===== src/rtl/sram_ctrl_pkg.sv =====
// sram_ctrl_pkg
//   Shared definitions for the SRAM port arbiter: default geometry of the
//   128b x 2048 activation/psum macro, the controller state encoding and the
//   request op encoding.
//   No ports (package).
package sram_ctrl_pkg;

  localparam int NUM_REQ_DEF = 2;
  localparam int ADDR_W_DEF  = 11;
  localparam int DATA_W_DEF  = 128;

  // Controller states. RD/RC form the read access; W0..W2 the write access.
  typedef enum logic [2:0] {
    ST_IDLE = 3'd0,
    ST_RD   = 3'd1,
    ST_RC   = 3'd2,
    ST_W0   = 3'd3,
    ST_W1   = 3'd4,
    ST_W2   = 3'd5
  } state_t;

  // Request op as carried on req_we / rsp_we.
  typedef enum logic {
    OP_READ  = 1'b0,
    OP_WRITE = 1'b1
  } op_t;

endpackage


===== src/rtl/sram_port_arbiter_if.sv =====
// sram_port_arbiter_if
//   Request/response bundle between the requesters (L0, OFIFO, psum writeback)
//   and the SRAM port arbiter.
//   Signals:
//     req_valid [NUM_REQ]          request valid per requester
//     req_ready [NUM_REQ]          request accepted (one-hot or zero)
//     req_we    [NUM_REQ]          1 = write, 0 = read
//     req_addr  [NUM_REQ*ADDR_W]   requester i at [i*ADDR_W +: ADDR_W]
//     req_wdata [NUM_REQ*DATA_W]   requester i at [i*DATA_W +: DATA_W]
//     rsp_valid                    one-cycle response pulse
//     rsp_id    [ID_W]             requester owning the response
//     rsp_we                       1 = write ack, 0 = read data
//     rsp_rdata [DATA_W]           read data, held until the next read response
//   Modports: master (requester side), slave (arbiter side).
//
// Handshake: a requester raises req_valid[i] together with req_we/addr/wdata
// and holds all of them stable until it sees req_ready[i]. A request is
// accepted at the rising edge where req_valid[i] & req_ready[i] are both high.
// req_ready is combinational and may only rise while the arbiter is idle; it
// never backs up a response, which is a plain pulse with no ready.
interface sram_port_arbiter_if #(
  parameter int NUM_REQ = 2,
  parameter int ADDR_W  = 11,
  parameter int DATA_W  = 128
);
  localparam int ID_W = (NUM_REQ > 1) ? $clog2(NUM_REQ) : 1;

  logic [NUM_REQ-1:0]        req_valid;
  logic [NUM_REQ-1:0]        req_ready;
  logic [NUM_REQ-1:0]        req_we;
  logic [NUM_REQ*ADDR_W-1:0] req_addr;
  logic [NUM_REQ*DATA_W-1:0] req_wdata;
  logic                      rsp_valid;
  logic [ID_W-1:0]           rsp_id;
  logic                      rsp_we;
  logic [DATA_W-1:0]         rsp_rdata;

  modport master (
    output req_valid, req_we, req_addr, req_wdata,
    input  req_ready, rsp_valid, rsp_id, rsp_we, rsp_rdata
  );

  modport slave (
    input  req_valid, req_we, req_addr, req_wdata,
    output req_ready, rsp_valid, rsp_id, rsp_we, rsp_rdata
  );

endinterface


===== src/rtl/rr_arbiter.sv =====
// rr_arbiter
//   Picks one requester out of a request vector.
//   Default: round-robin, the first requester after the last granted one wins
//   (wrapping); the pointer moves only when 'advance' reports an accept. After
//   reset the pointer sits at NUM_REQ-1 so requester 0 wins first.
//   With ARB_FIXED_PRIO_EN defined: fixed priority, lowest index wins, and the
//   pointer register does not exist.
//   Ports:
//     clk      in   clock
//     rst_n    in   asynchronous active-low reset
//     req      in   [NUM_REQ] request vector
//     advance  in   the current grant was accepted this cycle
//     grant    out  [NUM_REQ] one-hot grant, zero when no request
module rr_arbiter #(
  parameter int NUM_REQ = 2
) (
  input  logic               clk,
  input  logic               rst_n,
  input  logic [NUM_REQ-1:0] req,
  input  logic               advance,
  output logic [NUM_REQ-1:0] grant
);

`ifdef ARB_FIXED_PRIO_EN

  logic unused_inputs;
  assign unused_inputs = ^{clk, rst_n, advance};

  // Scan from the top down so the lowest requesting index is left standing.
  always_comb begin
    grant = '0;
    for (int i = NUM_REQ - 1; i >= 0; i--) begin
      if (req[i]) begin
        grant    = '0;
        grant[i] = 1'b1;
      end
    end
  end

`else

  localparam int PTR_W = (NUM_REQ > 1) ? $clog2(NUM_REQ) : 1;

  logic [PTR_W-1:0] ptr;
  logic [PTR_W-1:0] win_idx;
  logic [PTR_W-1:0] sel;
  logic             found;
  int               idx;

  // Walk NUM_REQ slots starting just after the pointer; first hit wins.
  always_comb begin
    grant   = '0;
    found   = 1'b0;
    win_idx = ptr;
    idx     = 0;
    sel     = '0;
    for (int off = 1; off <= NUM_REQ; off++) begin
      idx = int'(ptr) + off;
      if (idx >= NUM_REQ) idx = idx - NUM_REQ;
      sel = PTR_W'(idx);
      if (!found && req[sel]) begin
        found      = 1'b1;
        grant[sel] = 1'b1;
        win_idx    = sel;
      end
    end
  end

  always_ff @(posedge clk or negedge rst_n) begin
    if (!rst_n) begin
      ptr <= PTR_W'(NUM_REQ - 1);
    end else if (advance && found) begin
      ptr <= win_idx;
    end
  end

`endif

endmodule


===== src/rtl/sram_port_arbiter.sv =====
// sram_port_arbiter
//   Shares one single-port 128b x 2048 activation/psum SRAM macro between
//   NUM_REQ requesters. Requests arrive on valid/ready channels, are arbitrated
//   (round-robin by default, fixed priority when ARB_FIXED_PRIO_EN is defined),
//   and sequenced onto the macro pins; a shared response pulse returns read
//   data or a write ack tagged with the requester id.
//   Access timing (all macro pins registered):
//     read : RD (cen=0, ren=1) -> RC (cen=1, capture q at end) -> response
//     write: W0, W1 (cen=0, wen=0) -> W2 (cen=0, wen=1, commit) -> response
//   Ports:
//     CLK        in   clock, all logic on posedge
//     RESET_N    in   asynchronous active-low reset
//     bus        slave modport of sram_port_arbiter_if (requests/response)
//     sram_cen   out  macro chip enable, active low
//     sram_wen   out  macro write enable, active high, only in W2
//     sram_ren   out  macro read enable, high during RD
//     sram_a     out  [ADDR_W] macro address, holds when idle
//     sram_d     out  [DATA_W] macro write data, holds when idle
//     sram_q     in   [DATA_W] macro read data
//     dbg_state  out  current controller state
module sram_port_arbiter
  import sram_ctrl_pkg::*;
#(
  parameter int NUM_REQ = NUM_REQ_DEF,
  parameter int ADDR_W  = ADDR_W_DEF,
  parameter int DATA_W  = DATA_W_DEF
) (
  input  logic              CLK,
  input  logic              RESET_N,
  sram_port_arbiter_if.slave bus,
  output logic              sram_cen,
  output logic              sram_wen,
  output logic              sram_ren,
  output logic [ADDR_W-1:0] sram_a,
  output logic [DATA_W-1:0] sram_d,
  input  logic [DATA_W-1:0] sram_q,
  output state_t            dbg_state
);

  localparam int ID_W = (NUM_REQ > 1) ? $clog2(NUM_REQ) : 1;

  state_t              state, state_n;
  logic [NUM_REQ-1:0]  grant;
  logic                accept;

  logic [ID_W-1:0]     grant_id;
  op_t                 grant_op;
  logic [ADDR_W-1:0]   grant_addr;
  logic [DATA_W-1:0]   grant_wdata;

  logic [ID_W-1:0]     id_q, id_n;
  logic                cen_n, wen_n, ren_n;
  logic [ADDR_W-1:0]   a_n;
  logic [DATA_W-1:0]   d_n;

  logic                rsp_valid_q, rsp_valid_n;
  logic [ID_W-1:0]     rsp_id_q, rsp_id_n;
  logic                rsp_we_q, rsp_we_n;
  logic [DATA_W-1:0]   rsp_rdata_q, rsp_rdata_n;

  rr_arbiter #(
    .NUM_REQ (NUM_REQ)
  ) u_arb (
    .clk     (CLK),
    .rst_n   (RESET_N),
    .req     (bus.req_valid),
    .advance (accept),
    .grant   (grant)
  );

  // The arbiter only looks at valids, so a grant is always for a valid
  // requester; it turns into ready only while the macro is free.
  assign bus.req_ready = (state == ST_IDLE) ? grant : '0;
  assign accept        = (state == ST_IDLE) && (grant != '0);

  // Steer the granted requester's fields.
  always_comb begin
    grant_id    = '0;
    grant_op    = OP_READ;
    grant_addr  = '0;
    grant_wdata = '0;
    for (int i = 0; i < NUM_REQ; i++) begin
      if (grant[i]) begin
        grant_id    = ID_W'(i);
        grant_op    = op_t'(bus.req_we[i]);
        grant_addr  = bus.req_addr[i*ADDR_W +: ADDR_W];
        grant_wdata = bus.req_wdata[i*DATA_W +: DATA_W];
      end
    end
  end

  // Next state plus next values of every registered output. The macro pin
  // values computed here are the ones that will be seen during the next
  // state, which is why e.g. wen is raised on the W1 -> W2 transition.
  always_comb begin
    state_n     = state;
    id_n        = id_q;
    cen_n       = 1'b1;
    wen_n       = 1'b0;
    ren_n       = 1'b0;
    a_n         = sram_a;
    d_n         = sram_d;
    rsp_valid_n = 1'b0;
    rsp_id_n    = rsp_id_q;
    rsp_we_n    = rsp_we_q;
    rsp_rdata_n = rsp_rdata_q;
    unique case (state)
      ST_IDLE: begin
        if (accept) begin
          id_n  = grant_id;
          a_n   = grant_addr;
          cen_n = 1'b0;
          if (grant_op == OP_WRITE) begin
            state_n = ST_W0;
            d_n     = grant_wdata;
          end else begin
            state_n = ST_RD;
            ren_n   = 1'b1;
          end
        end
      end
      ST_RD: begin
        state_n = ST_RC;
      end
      ST_RC: begin
        // Macro launched q at the end of RD; it is stable through RC.
        state_n     = ST_IDLE;
        rsp_valid_n = 1'b1;
        rsp_id_n    = id_q;
        rsp_we_n    = OP_READ;
        rsp_rdata_n = sram_q;
      end
      ST_W0: begin
        state_n = ST_W1;
        cen_n   = 1'b0;
      end
      ST_W1: begin
        state_n = ST_W2;
        cen_n   = 1'b0;
        wen_n   = 1'b1;
      end
      ST_W2: begin
        // wen drops here: the macro keeps CEN low internally for two more
        // edges, so wen must never linger past the committing edge.
        state_n     = ST_IDLE;
        rsp_valid_n = 1'b1;
        rsp_id_n    = id_q;
        rsp_we_n    = OP_WRITE;
      end
      default: begin
        state_n = ST_IDLE;
      end
    endcase
  end

  // Async reset pulls wen low immediately, so a write caught in W2 never
  // commits, and a read in flight never produces a response.
  always_ff @(posedge CLK or negedge RESET_N) begin
    if (!RESET_N) begin
      state       <= ST_IDLE;
      id_q        <= '0;
      sram_cen    <= 1'b1;
      sram_wen    <= 1'b0;
      sram_ren    <= 1'b0;
      sram_a      <= '0;
      sram_d      <= '0;
      rsp_valid_q <= 1'b0;
      rsp_id_q    <= '0;
      rsp_we_q    <= 1'b0;
      rsp_rdata_q <= '0;
    end else begin
      state       <= state_n;
      id_q        <= id_n;
      sram_cen    <= cen_n;
      sram_wen    <= wen_n;
      sram_ren    <= ren_n;
      sram_a      <= a_n;
      sram_d      <= d_n;
      rsp_valid_q <= rsp_valid_n;
      rsp_id_q    <= rsp_id_n;
      rsp_we_q    <= rsp_we_n;
      rsp_rdata_q <= rsp_rdata_n;
    end
  end

  assign bus.rsp_valid = rsp_valid_q;
  assign bus.rsp_id    = rsp_id_q;
  assign bus.rsp_we    = rsp_we_q;
  assign bus.rsp_rdata = rsp_rdata_q;
  assign dbg_state     = state;

endmodule


===== src/flat_wrapper.sv =====
// flat-port wrapper written by rule: the top's interface ports become plain ports
module sram_port_arbiter_flat import sram_ctrl_pkg::*;
#(
  parameter int NUM_REQ = NUM_REQ_DEF,
  parameter int ADDR_W  = ADDR_W_DEF,
  parameter int DATA_W  = DATA_W_DEF
)
  (CLK, RESET_N, sram_cen, sram_wen, sram_ren, sram_a, sram_d, sram_q, dbg_state, bus_req_valid, bus_req_we, bus_req_addr, bus_req_wdata, bus_req_ready, bus_rsp_valid, bus_rsp_id, bus_rsp_we, bus_rsp_rdata);
  sram_port_arbiter_if #(.NUM_REQ(NUM_REQ), .ADDR_W(ADDR_W), .DATA_W(DATA_W)) bus_i ();
  input  logic CLK;
  input  logic RESET_N;
  output logic sram_cen;
  output logic sram_wen;
  output logic sram_ren;
  output logic [ADDR_W-1:0] sram_a;
  output logic [DATA_W-1:0] sram_d;
  input  logic [DATA_W-1:0] sram_q;
  output state_t dbg_state;
  input wire logic [$bits(bus_i.req_valid)-1:0] bus_req_valid;
  input wire logic [$bits(bus_i.req_we)-1:0] bus_req_we;
  input wire logic [$bits(bus_i.req_addr)-1:0] bus_req_addr;
  input wire logic [$bits(bus_i.req_wdata)-1:0] bus_req_wdata;
  output wire logic [$bits(bus_i.req_ready)-1:0] bus_req_ready;
  output wire logic [$bits(bus_i.rsp_valid)-1:0] bus_rsp_valid;
  output wire logic [$bits(bus_i.rsp_id)-1:0] bus_rsp_id;
  output wire logic [$bits(bus_i.rsp_we)-1:0] bus_rsp_we;
  output wire logic [$bits(bus_i.rsp_rdata)-1:0] bus_rsp_rdata;
  assign bus_i.req_valid = bus_req_valid;
  assign bus_i.req_we = bus_req_we;
  assign bus_i.req_addr = bus_req_addr;
  assign bus_i.req_wdata = bus_req_wdata;
  assign bus_req_ready = bus_i.req_ready;
  assign bus_rsp_valid = bus_i.rsp_valid;
  assign bus_rsp_id = bus_i.rsp_id;
  assign bus_rsp_we = bus_i.rsp_we;
  assign bus_rsp_rdata = bus_i.rsp_rdata;
  sram_port_arbiter #(.NUM_REQ(NUM_REQ), .ADDR_W(ADDR_W), .DATA_W(DATA_W)) u_core (.CLK(CLK), .RESET_N(RESET_N), .bus(bus_i), .sram_cen(sram_cen), .sram_wen(sram_wen), .sram_ren(sram_ren), .sram_a(sram_a), .sram_d(sram_d), .sram_q(sram_q), .dbg_state(dbg_state));
endmodule

===== config.mk =====
export PLATFORM = sky130hd
export DESIGN_NAME = sram_port_arbiter_flat
export DESIGN_NICKNAME = d
export VERILOG_FILES = /design/src/rtl/sram_ctrl_pkg.sv /design/src/rtl/sram_port_arbiter_if.sv /design/src/rtl/rr_arbiter.sv /design/src/rtl/sram_port_arbiter.sv /design/src/flat_wrapper.sv
export SDC_FILE = /design/constraint.sdc
export NUM_CORES = 1
export LEC_CHECK = 0
export CORE_AREA = 8 8 260 262
export DETAILED_ROUTE_END_ITERATION = 6
export DIE_AREA = 0 0 268 270
export PLACE_DENSITY = 0.57
export SETUP_SLACK_MARGIN = 0.15
export SYNTH_ARGS = -nofsm -noshare
export SYNTH_HDL_FRONTEND = slang
export SYNTH_SLANG_ARGS = --single-unit
export TNS_END_PERCENT = 100

===== constraint.sdc =====
create_clock -name CLK -period 1.93 [get_ports CLK]
set_input_delay 0.386 -clock CLK [delete_from_list [all_inputs] [get_ports CLK]]
set_output_delay 0.386 -clock CLK [all_outputs]
set_load 0.02 [all_outputs]

==> results by group <==
Synth
  – Post-synth top area cell: dfrtp_1
  – Number of synthesized flops with an enable pin: 0
  – Top_reg_cell synth: dfrtp_1
  – Syn Inst Count: 790
  – Syn Std Cell Area: 0.01220 sq mm
  – Avg Cell Area, Syn: 15.44 sq um
  – Top-area cell type share of the netlist area: 0.5662
  – Synth async-reset ratio: 1.000
  – Yosys reg bits: approximately 280
  – Syn nets: 1202
  – Synth top area cells: dfrtp_1 57%, mux2_4 12%, mux2_2 10%, a22o_1 9.2%, mux2_1 4.2%
  – Post-synth cell types: 32
  – Synth Warn #: 0
  – Seq/Total Area, Yosys: 0.5705

Route
  – Vias after detailed routing: 9926
  – Detailed Route Iter0 Violations: about 320
  – Routed Antenna Nets: 0
  – WL final: between 50 and 60 mm
  – Routed length per instance: 21.55 um
  – 1st-pass router iterations: 4
  – # DRC: 0
  – Vias per std cell: 4.060

GRT
  – Vias in the first global route: 11250
  – GR Util met1: 0.1410
  – First-pass GRT wire length: 73.74 mm
  – M3 GR Usage: 0.04861
  – GRT Overall Usage: 0.1329
  – Gr busiest metal: met2
  – Overflow left after global routing: 0
  – Largest net degree at the start of global routing: 56
  – Initial antenna violation count: 3
  – GRT met2 Usage: 0.2423

Place
  – Post-detail-place hpwl: ~41 mm
  – Port Buffers: 689
  – Gpl congestion: 0.8358

Outcome
  – Violated checks: setup timing
  – Status: finished with violations

Power
  – Leakage power: between 10 and 15 nW
  – Switching fraction of total power: 0.3711
  – Sequential power share: 0.294
  – Clock network power share: 0.166
  – Tot Pwr: 35.12 mW
  – Pwr dens: 1560 mW/mm^2
  – Switching pwr: 13.03 mW
  – Combinational share of power: 0.540
  – Worst IR Drop VDD: between 0.5 and 0.6 mV
  – Int Pwr: 22.09 mW

STA
  – Worst-margin pin slew: approximately 0.56 ns
  – Fin crit period: 2.044 ns
  – Fmax: 489.2 MHz
  – Slew Limit Fails: 0
  – RSZ-0062 raised after global routing: yes
  – Tcrit/Tclk final: 1.059
  – Final WS setup: -0.1140 ns
  – Final setup vio count: 116
  – Rel. slew slack: 0.6296
  – Fin. Hold Viols: 0
  – Post-route setup TNS: -4.752 ns
  – Clock skew: 0.01530 ns

Critical path
  – Crit path capture type: flop
  – CP bufs+invs: 4
  – CP max stage cell: dfrtp_2
  – Delay of the slowest cell on the worst path: 0.42 ns
  – CP required: 2.38 ns
  – Worst r2r path cells: 7
  – Levels on crit path: 7
  – Setup crit start kind: flop
  – Maximum fanout along the worst path: 8
  – WS Path Type: reg -> reg
  – CP arrival: 2.50 ns
  – Worst path cell trace: buf_6 > or3_4 > nor2_4 > buf_12 > buf_16 > clkbuf_16 > mux2_4
  – Reg2reg setup slack: -0.11 ns
  – Top delay family on crit path: buffers and inverters

Floorplanning
  – Die height: roughly 270 um
  – Die area: 0.07236 sq mm
  – IO Pins: approximately 700
  – Die W: approximately 270 um
  – Row count: 93
  – Core Region: between 0.06 and 0.07 sq mm
  – Effective utilization at floorplan: 0.1917

Min path
  – Hold Crit Class: in -> async

Job
  – Max-cap viol count: 0

Cells and area
  – Fraction of layout instances using a drive strength above 1: 0.2700
  – Post-route core utilization: 0.3536
  – Area Growth Syn to Fin: 84.51%
  – Final net count: 1980

Clocking
  – H-tree depth: 1
  – Clk slew on worst S/H paths: 0.06 ns
  – Root buf cell: clkbuf_16
  – Clk_lat worst skew: 0.57 ns
  – Clk sinks: roughly 280
  – CTS buffer count: 30
  – Clock tree buffer depth: 3
  – Clock tree from TritonCTS: done
## cell families (layout without fill, tap and decap cells)
group | count (synthesis) | after routing | synth area share
flip-flops | 278 | 278 | 0.5705
multiplexers | 257 | 257 | 0.2680
AO/OA/AOI/OAI | 162 | 162 | 0.1101
buffers and inverters | 64 | 863 | 0.03969
AND/OR/NAND/NOR | 29 | 29 | 0.01179
other | 0 | 1 | 0
## layer usage
metal	wire (um)	vias to the layer above
met5	12	-
met4	1265	2
met3	4938	70
met2	26810	463
met1	19650	4886
li1	-	4505
## placed cells by master, fill, tap and decap left out, types with 3 or more instances in the layout
| cell type | n |
|---|---|
| a21oi_1 | 3 |
| a22o_1 | 128 |
| a22oi_1 | 11 |
| buf_12 | 22 |
| buf_16 | 8 |
| buf_4 | 55 |
| buf_6 | 10 |
| buf_8 | 26 |
| clkbuf_1 | 7 |
| clkbuf_16 | 38 |
| clkbuf_8 | 7 |
| clkdlybuf4s15_1 | 10 |
| clkdlybuf4s15_2 | 4 |
| clkdlybuf4s50_1 | 410 |
| clkinv_2 | 6 |
| dfrtp_1 | 273 |
| dfrtp_2 | 3 |
| dlygate4sd2_1 | 252 |
| mux2_1 | 25 |
| mux2_2 | 16 |
| mux2_4 | 216 |
| nand2_1 | 12 |
| nor2_1 | 5 |
| o21ai_1 | 12 |
## path summary, 6_finish.rpt
| kind | startpoint | end |
|---|---|---|
| max in group asynchronous | RESET_N | u_core.bus.rsp_rdata[112]$_DFFE_PN0N_ |
| worst max-delay path | u_core.dbg_state[2]$_DFFE_PN0P_ | u_core.sram_d[69]$_DFFE_PN0P_ |
| worst min-delay path | RESET_N | u_core.bus.rsp_rdata[32]$_DFFE_PN0N_ |
| worst min register to register | u_core.bus.rsp_rdata[73]$_DFFE_PN0N_ | u_core.bus.rsp_rdata[73]$_DFFE_PN0N_ |
| worst max register to register | u_core.dbg_state[2]$_DFFE_PN0P_ | u_core.sram_d[69]$_DFFE_PN0P_ |
| min in group CLK | sram_q[0] | u_core.bus.rsp_rdata[0]$_DFFE_PN0N_ |
## metrics by stage
| stage | instance area [sq um] | hold WS, ns | worst slack [ns] | cells |
|---|---|---|---|---|
| 6_report | 22510 | 0.3467 | -0.1140 | 2445 |
| 5_1_grt | 22510 | 0.3551 | -0.1797 | 2445 |
| 4_1_cts | 21730 | 0.3460 | -0.1504 | 2426 |
| 3_5_place_dp | 20570 | 0.3680 | -0.4052 | 2358 |
| 3_3_place_gp | 20570 | 0.3682 | -0.3621 | 2358 |
| 2_1_floorplan | 12280 | 0.09041 | 0.08666 | 790 |
## cell usage after synthesis (3+ instances only)
| master | instances |
|---|---|
| dfrtp_1 | 276 |
| buf_6 | 13 |
| o21ai_1 | 12 |
| clkbuf_1 | 19 |
| nor3_1 | 3 |
| a22o_1 | 128 |
| a21oi_1 | 3 |
| a22oi_1 | 11 |
| nand2_1 | 12 |
| mux2_2 | 112 |
| mux2_1 | 45 |
| mux2_4 | 100 |
| buf_8 | 11 |
| buf_2 | 18 |
| nor2_1 | 6 |
## state kept, by name (all words and copies together), names as in the netlist
| signal | cells |
|---|---|
| u_core.dbg_state | 3 |
| u_core.sram_wen | 1 |
| u_core.bus.rsp_rdata | 128 |
| u_core.sram_cen | 1 |
| u_core.bus.rsp_valid | 1 |
| u_core.sram_d | 128 |
| u_core.bus.rsp_id | 1 |
| u_core.sram_ren | 1 |
| u_core.u_arb.ptr | 1 |
| u_core.id_q | 1 |
| u_core.bus.rsp_we | 1 |
| u_core.sram_a | 11 |
## power groups by stage
stage | Combinational, mW | Clock, mW | Sequential [mW]
after floorplan | 6.03 | 0 | 13.6
after global placement | 18.3 | 0 | 10.4
after detailed placement | 18.5 | 0 | 10.4
after CTS | 17.6 | 6.04 | 10.3
after global routing | 20.1 | 6.29 | 10.7
final | 19.0 | 5.82 | 10.3
## layout make-up
type	count	area, sq um
tap	855	1070
clock buffer	45	898.4
fill	6258	41140
sequential	278	6963
clock inverter	8	90.09
multi-input combinational	448	5239
antenna	1	2.502
inverter	1	3.754
timing repair buffer	809	8243
## repair_timing
action,CTS,global route
endpoints found under the setup margin,400,241
gates resized for setup,380,139
hold buffers,1,0
gates cloned,4,11
setup buffers,10,7
pin swaps,4,2
endpoints found under the hold margin,38,0
(Power assumes the default switching activity.)
